**config.mk**
```make
export PLATFORM = sky130hd
export DESIGN_NAME = instr_fetch_ctrl
export DESIGN_NICKNAME = d
export VERILOG_FILES = /design/src/rtl/instr_fetch_ctrl.sv
export SDC_FILE = /design/constraint.sdc
export NUM_CORES = 1
export LEC_CHECK = 0
export CAP_MARGIN = 5
export CORE_UTILIZATION = 64
export CTS_CLUSTER_DIAMETER = 100
export DETAILED_ROUTE_END_ITERATION = 7
export DONT_BUFFER_PORTS = 1
export GPL_ROUTABILITY_DRIVEN = 0
export MAX_ROUTING_LAYER = met4
export PLACE_DENSITY_LB_ADDON = 0.05
export SETUP_SLACK_MARGIN = 0.4
export SYNTH_ARGS = -nofsm -noshare
export SYNTH_HDL_FRONTEND = slang
export SYNTH_SLANG_ARGS = --single-unit
```
**constraint.sdc**
```tcl
create_clock -name clk -period 3.92 [get_ports clk]
set_clock_uncertainty 0.15 [all_clocks]
set_input_delay 0.588 -clock clk [delete_from_list [all_inputs] [get_ports clk]]
set_output_delay 0.588 -clock clk [all_outputs]
set_load 0.05 [all_outputs]
```
**src/rtl/instr_fetch_ctrl.sv**
```systemverilog
// Instruction fetch controller: walks the PC through instruction memory and
// queues {pc, instr} pairs in a 2-entry buffer toward decode.
module instr_fetch_ctrl #(
  parameter int unsigned         N          = 32,
  parameter int unsigned         AW         = 14,
  parameter logic [AW-1:0]       RESET_PC   = {AW{1'b0}},
  parameter logic [N-1:0]        HALT_INSTR = {N{1'b1}}
) (
  input  logic          clk,
  input  logic          rst,
  input  logic          enable,
  output logic [AW-1:0] imem_addr,
  input  logic [N-1:0]  imem_instr,
  input  logic          redirect_valid,
  input  logic [AW-1:0] redirect_pc,
  output logic          out_valid,
  input  logic          out_ready,
  output logic [N-1:0]  out_instr,
  output logic [AW-1:0] out_pc,
  output logic          halted,
  output logic          align_err
);

  typedef enum logic [1:0] {IDLE, FETCH, HALT, ERROR} state_t;

  typedef struct packed {
    logic [AW-1:0] pc;
    logic [N-1:0]  instr;
  } entry_t;

  state_t          state, state_nx;
  logic [AW-1:0]   pc, pc_nx;
  entry_t [1:0]    fifo, fifo_nx;   // [0] is the head
  logic [1:0]      cnt, cnt_nx;
  logic            err, err_nx;
  logic            redir_ok, redir_bad, pop, fetch;
  entry_t          fetched;

  assign redir_ok  = redirect_valid & (redirect_pc[1:0] == 2'b00);
  assign redir_bad = redirect_valid & (redirect_pc[1:0] != 2'b00);
  // ERROR always has an empty buffer, so pop needs no state qualifier
  assign pop       = out_valid & out_ready & ~redirect_valid;
  assign fetch     = (state == FETCH) & enable & ~redirect_valid &
                     ((cnt != 2'd2) | pop);
  assign fetched   = '{pc: pc, instr: imem_instr};

  always_ff @(posedge clk or posedge rst) begin
    if (rst) begin
      state <= IDLE;
      pc    <= RESET_PC;
      fifo  <= '0;
      cnt   <= 2'd0;
      err   <= 1'b0;
    end else begin
      state <= state_nx;
      pc    <= pc_nx;
      fifo  <= fifo_nx;
      cnt   <= cnt_nx;
      err   <= err_nx;
    end
  end

  always_comb begin
    state_nx = state;
    pc_nx    = pc;
    fifo_nx  = fifo;
    cnt_nx   = cnt;
    err_nx   = err;
    if (state != ERROR) begin
      if (redir_bad) begin
        cnt_nx   = 2'd0;
        state_nx = ERROR;
        err_nx   = 1'b1;
      end else if (redir_ok) begin
        cnt_nx = 2'd0;
        pc_nx  = redirect_pc;
        if (state != IDLE) state_nx = FETCH;
      end else begin
        case (state)
          IDLE:    if (enable)  state_nx = FETCH;
          FETCH:   if (!enable) state_nx = IDLE;
          default: ;
        endcase
        // a fetched halt word is still delivered; PC parks on it
        if (fetch) begin
          if (imem_instr == HALT_INSTR) state_nx = HALT;
          else                          pc_nx    = pc + AW'(4);
        end
        case ({fetch, pop})
          2'b11: begin
            if (cnt == 2'd2) begin
              fifo_nx[0] = fifo[1];
              fifo_nx[1] = fetched;
            end else begin
              fifo_nx[0] = fetched;
            end
          end
          2'b10: begin
            fifo_nx[cnt[0]] = fetched;
            cnt_nx          = cnt + 2'd1;
          end
          2'b01: begin
            fifo_nx[0] = fifo[1];
            cnt_nx     = cnt - 2'd1;
          end
          default: ;
        endcase
      end
    end
  end

  assign imem_addr = pc;
  assign out_valid = (cnt != 2'd0);
  assign out_instr = out_valid ? fifo[0].instr : '0;
  assign out_pc    = out_valid ? fifo[0].pc    : '0;
  assign halted    = (state == HALT) & (cnt == 2'd0);
  assign align_err = err;

endmodule

```
Word level (Yosys, flattened, before mapping)
Cells that the tools add are included.
{"block": "word_totals", "ff_bits": 111, "latchBits": 0, "ram_bits": 0, "romBits": 0, "in_bits": 51, "word_cells": 77, "memories": 0}
{"block": "classes", "addsub": 3, "mul": 0, "div": 0, "order_cmp": 2, "eq_ne": 12, "shift": 0, "muxes": 23, "bitwise_logic": 12, "reduce_logical": 17}
{"cell": "$mux 46", "n": 3}
{"cell": "$pmux 46 s3", "n": 1}
{"cell": "$bwmux 92", "n": 1}
{"cell": "$pmux 46 s2", "n": 1}
{"cell": "$mux 14", "n": 4}
{"cell": "$demux 46 s1", "n": 1}
{"cell": "$eq 32x32->1 const B", "n": 1}
{"cell": "$mux 32", "n": 1}
{"cell": "$mux 2", "n": 9}
{"cell": "$add 14x3->14 const B", "n": 1}
{"cell": "$reduce_bool 2->1", "n": 5}
{"cell": "$and 1x1->1", "n": 8}
{"cell": "$eq 2x2->1 const B", "n": 4}
{"cell": "$ne 2x2->1 const B", "n": 4}
{"cell": "$pmux 2 s2", "n": 2}
{"cell": "$reduce_and 4->1", "n": 2}
{"cell": "$logic_not 2->1", "n": 3}
{"cell": "$reduce_and 2->1", "n": 3}
{"cell": "$reduce_and 5->1", "n": 1}
{"cell": "$eq 2x1->1 const B", "n": 2}
{"cell": "$reduce_bool 4->1", "n": 1}
{"cell": "$ne 3x1->1 const B", "n": 1}
{"cell": "$not 1->1", "n": 3}
{"cell": "$reduce_bool 3->1", "n": 1}
{"cell": "6 further kinds", "n": 6}

Depth between registers and ports, before layout
{"block": "logic_depth", "depth_word": 9, "mapped_depth": 11, "depth_no_buf": 8}

Worst setup path after synthesis
No wires, ideal clock.
{"block": "synth_path", "path_type": "register to output", "from": "register cnt[0]", "to": "output halted", "t_arrival_ns": 2.435, "slack_ns": 0.747, "stages_incl_launch_ff": 5, "path_buffers": 2, "cell_sequence": "dfrtp_1 > buf_4 > or2_2 > clkbuf_1 > nor3b_1"}
{"block": "synth_between", "elab_chain_cells": 2}
{"element": "from (decl)", "line_no": "34", "source": "logic [1:0] cnt, cnt_nx;"}
{"element": "from (signal assigned)", "line_no": "58", "source": "cnt <= cnt_nx;"}
{"element": "$logic_not 2->1", "line_no": "116", "source": "assign halted = (state == HALT) & (cnt == 2'd0);"}
{"element": "$and 1x1->1", "line_no": "116"}
{"element": "to (decl)", "line_no": "20", "source": "output logic halted,"}
No other way between the ends.

Worst setup path after layout
Ends and elaborated chain as after synthesis.

==> results.md <==
* Max IR drop VDD at 0.000292 V
* Crit path max fanout at 48
* Final net count at roughly 610
* Root Buffer: clkbuf_8
* HP Class: input pin to async pin
* WL/cell at around 22 um
* Post-cts hold buffer count at 0
* Ys Warns at 0
* Top cell type by total area after synthesis: dfrtp_1
* CTS tree: yes
* Netlist cell types at 45
* Worst Setup Start Kind: register
* Slew at the pin closest to its max-slew limit at approximately 1.1 ns
* Asr flop ratio synth at 1.00
* P&R area growth vs syn at 4.81%
* Share of cells above drive strength 1 at 0.152
* Unrepaired setup endpoints after global routing: no
* DRC at 9
* Leak at 2.83 nW
* Die Ht at approximately 100 um
* Post-synthesis compound-gate area fraction at 0.214
* Antenna violations before repair at 0
* Die Footprint at around 0.0096 mm2
* Number of synthesized flops with an enable pin at 0
* Die X at 98.1 um
* Synth Cell Area at between 0.005 and 0.006 mm2
* Crit. Startpoint: cnt[0]$_DFFE_PP0P_
* Routed vias at 4689
* PwrDens at 367 mW/mm2
* GRT Util Overall at 0.320
* Worst Setup End Kind: output pin
* Post-CTS sizing at 0
* DRT Pass-1 Iters at 8
* Status: finished with violations
* Initial Utilization at 0.668
* Mapped Nets at 631
* Crit path kind: register to output pin
* Crit path DAT at between 2 and 2.5 ns
* Total placed cells including tap cells at 646
* WP data required at about 3.2 ns
* Fin crit share at 0.777
* Fin. Hold Viols at 0
* Final non-filler cell total at 662
* Clock Latency Late Sink at 0.37 ns
* Setup TNS at 0 ns
* Tmin final at 3.05 ns
* Post-CTS setup buffer count at 0
* MaxCap Viol Count at 0
* CTS Buf Count at 9
* Ant. Diodes at 0
* H-Tree Depth at 3
* Largest net degree at the start of global routing at 112
* Fmax at between 300 and 400 MHz
* Total wire length at 14300 um
* Synth Area in Adders at 0.0127
* Core area at 0.00885 mm2
* Buffers on Ports at 0
* Post-synthesis xor/xnor area fraction at 0.00148
* Synth Flop Type: dfrtp_1
* Most instantiated cells after synthesis: dfrtp_1, nand2_1, and2_1, mux2_2
* #FFs+latches synth at between 100 and 150
* Count leader, synth: dfrtp_1
* Global-route wire length before repair at between 20000 and 25000 um
* FF-to-FF Start: cnt[0]$_DFFE_PP0P_
* Row Count at 34
* Sequential-to-total area share from yosys stat at 0.470
* Clock sink count at 111
* Final setup viols at 0
* I/O pin count at 114
* Final ANT Viol Nets at 0
* Via density at a little over 7
* Slew HR at 0.251
* Yosys top cell area share at 0.470
* Failing checks: design-rule violations
* DP Wirelength at a little over 9000 um
* Vias in the first global route at 4422
* GR Overflow Total at 0
* Drt first-iter violations at ~300
* Syn_area_per_cell at around 10 um2
* Combinational family with the most area after synthesis: compound AO/OA/AOI/OAI gates
* Synth area leaders: dfrtp_1, mux2_2, and2_1
* Slew Viols, Final at 0
* Post-Synth Simple-Gate Area at 0.159
* Synth Instances at 574
* Max Buffers Root-to-Sink at 2
* Clock Pin Slew Worst Setup and Hold Paths at around 0.11 ns
* Post-synthesis mux area share at 0.0968
power breakdown:
part	switching, mW	internal (mW)	total, mW
combinational	0.0858	0.0650	0.151
sequential	0.101	1.18	1.28
clock	0.404	0.431	0.835
total	0.591	1.68	2.27
final timing paths:
check                      slack [ns]                  endpoint  cells after the start
hold reg to reg                  0.35      fifo[83]$_DFFE_PP0P_                      1
setup / recovery                 0.87                    halted                      3
hold / removal                   0.09  imem_addr[0]$_DFFE_PP0P_                      2
min in group clk                 0.19      fifo[71]$_DFFE_PP0P_                      1
max in group asynchronous        3.07      fifo[66]$_DFFE_PP0P_                      2
setup reg to reg                 0.91      fifo[37]$_DFFE_PP0P_                      8
cell type report:
cell class | count | area [um2]
multi-input cells | 405 | 2880
flip-flops and latches | 111 | 2780
fillers | 669 | 2660
well taps | 108 | 135
clock buffers | 9 | 124
clock inverters | 7 | 124
repair buffers | 14 | 118
inverters | 8 | 33.8
cell families after synthesis:
family | after synthesis
and+or+nand+nor | 184
AOI/OAI and AO/OA | 163
DFF | 111
buffers and inverters | 58
muxes | 51
adders and majority gates | 6
xor gates and xnor gates | 1
worst max-delay path: stages (launching register included):
cell     delay (ns)
dfrtp_1        0.49
or2_2          0.35
buf_4          0.31
nor3b_2        0.80
placed cells by master (no fill, tap or decap), drive strengths merged, types with 2 or more instances in the layout:
cell,n
dfrtp,111
nand2,70
and2,50
mux2,49
a31oi,32
a22o,31
a221oi,30
a22oi,20
o2bb2ai,17
nand4,17
nor2,14
buf,14
o21ai,10
inv,10
clkbuf,9
nand3,8
nor3,8
ha,6
and3,4
a21oi,4
a211oi,4
a311oi,4
nand2b,3
or2,3
o22ai,3
bufinv,3
nor2b,2
nor4,2
mux2i,2
nand3b,2
clkinvlp,2
layer usage:
layer  track usage  part of all wire  up-vias
met5             -                 0        -
met4        0.0956             0.017        0
met3        0.0759             0.083       23
met2         0.476              0.48      209
met1         0.437              0.42     2355
li1              -                 -     2102
metrics by stage:
stage	cell area (um2)	hold slack [ns]	utilization	worst slack, ns	power [mW]
5_1_grt	6190	0.145	0.700	0.719	2.35
6_report	6190	0.0894	0.700	0.874	2.27
3_5_place_dp	5940	0.324	0.672	0.958	1.46
3_3_place_gp	5940	0.319	0.672	1.05	1.45
4_1_cts	6190	0.124	0.700	0.854	2.28
2_1_floorplan	5910	0.298	-	0.747	1.42
flip-flops by register name, indices dropped and copies added (netlist names):
| name | count |
|---|---|
| cnt | 2 |
| align_err | 1 |
| imem_addr | 14 |
| fifo | 92 |
| state | 2 |
(Power assumes the default switching activity.)
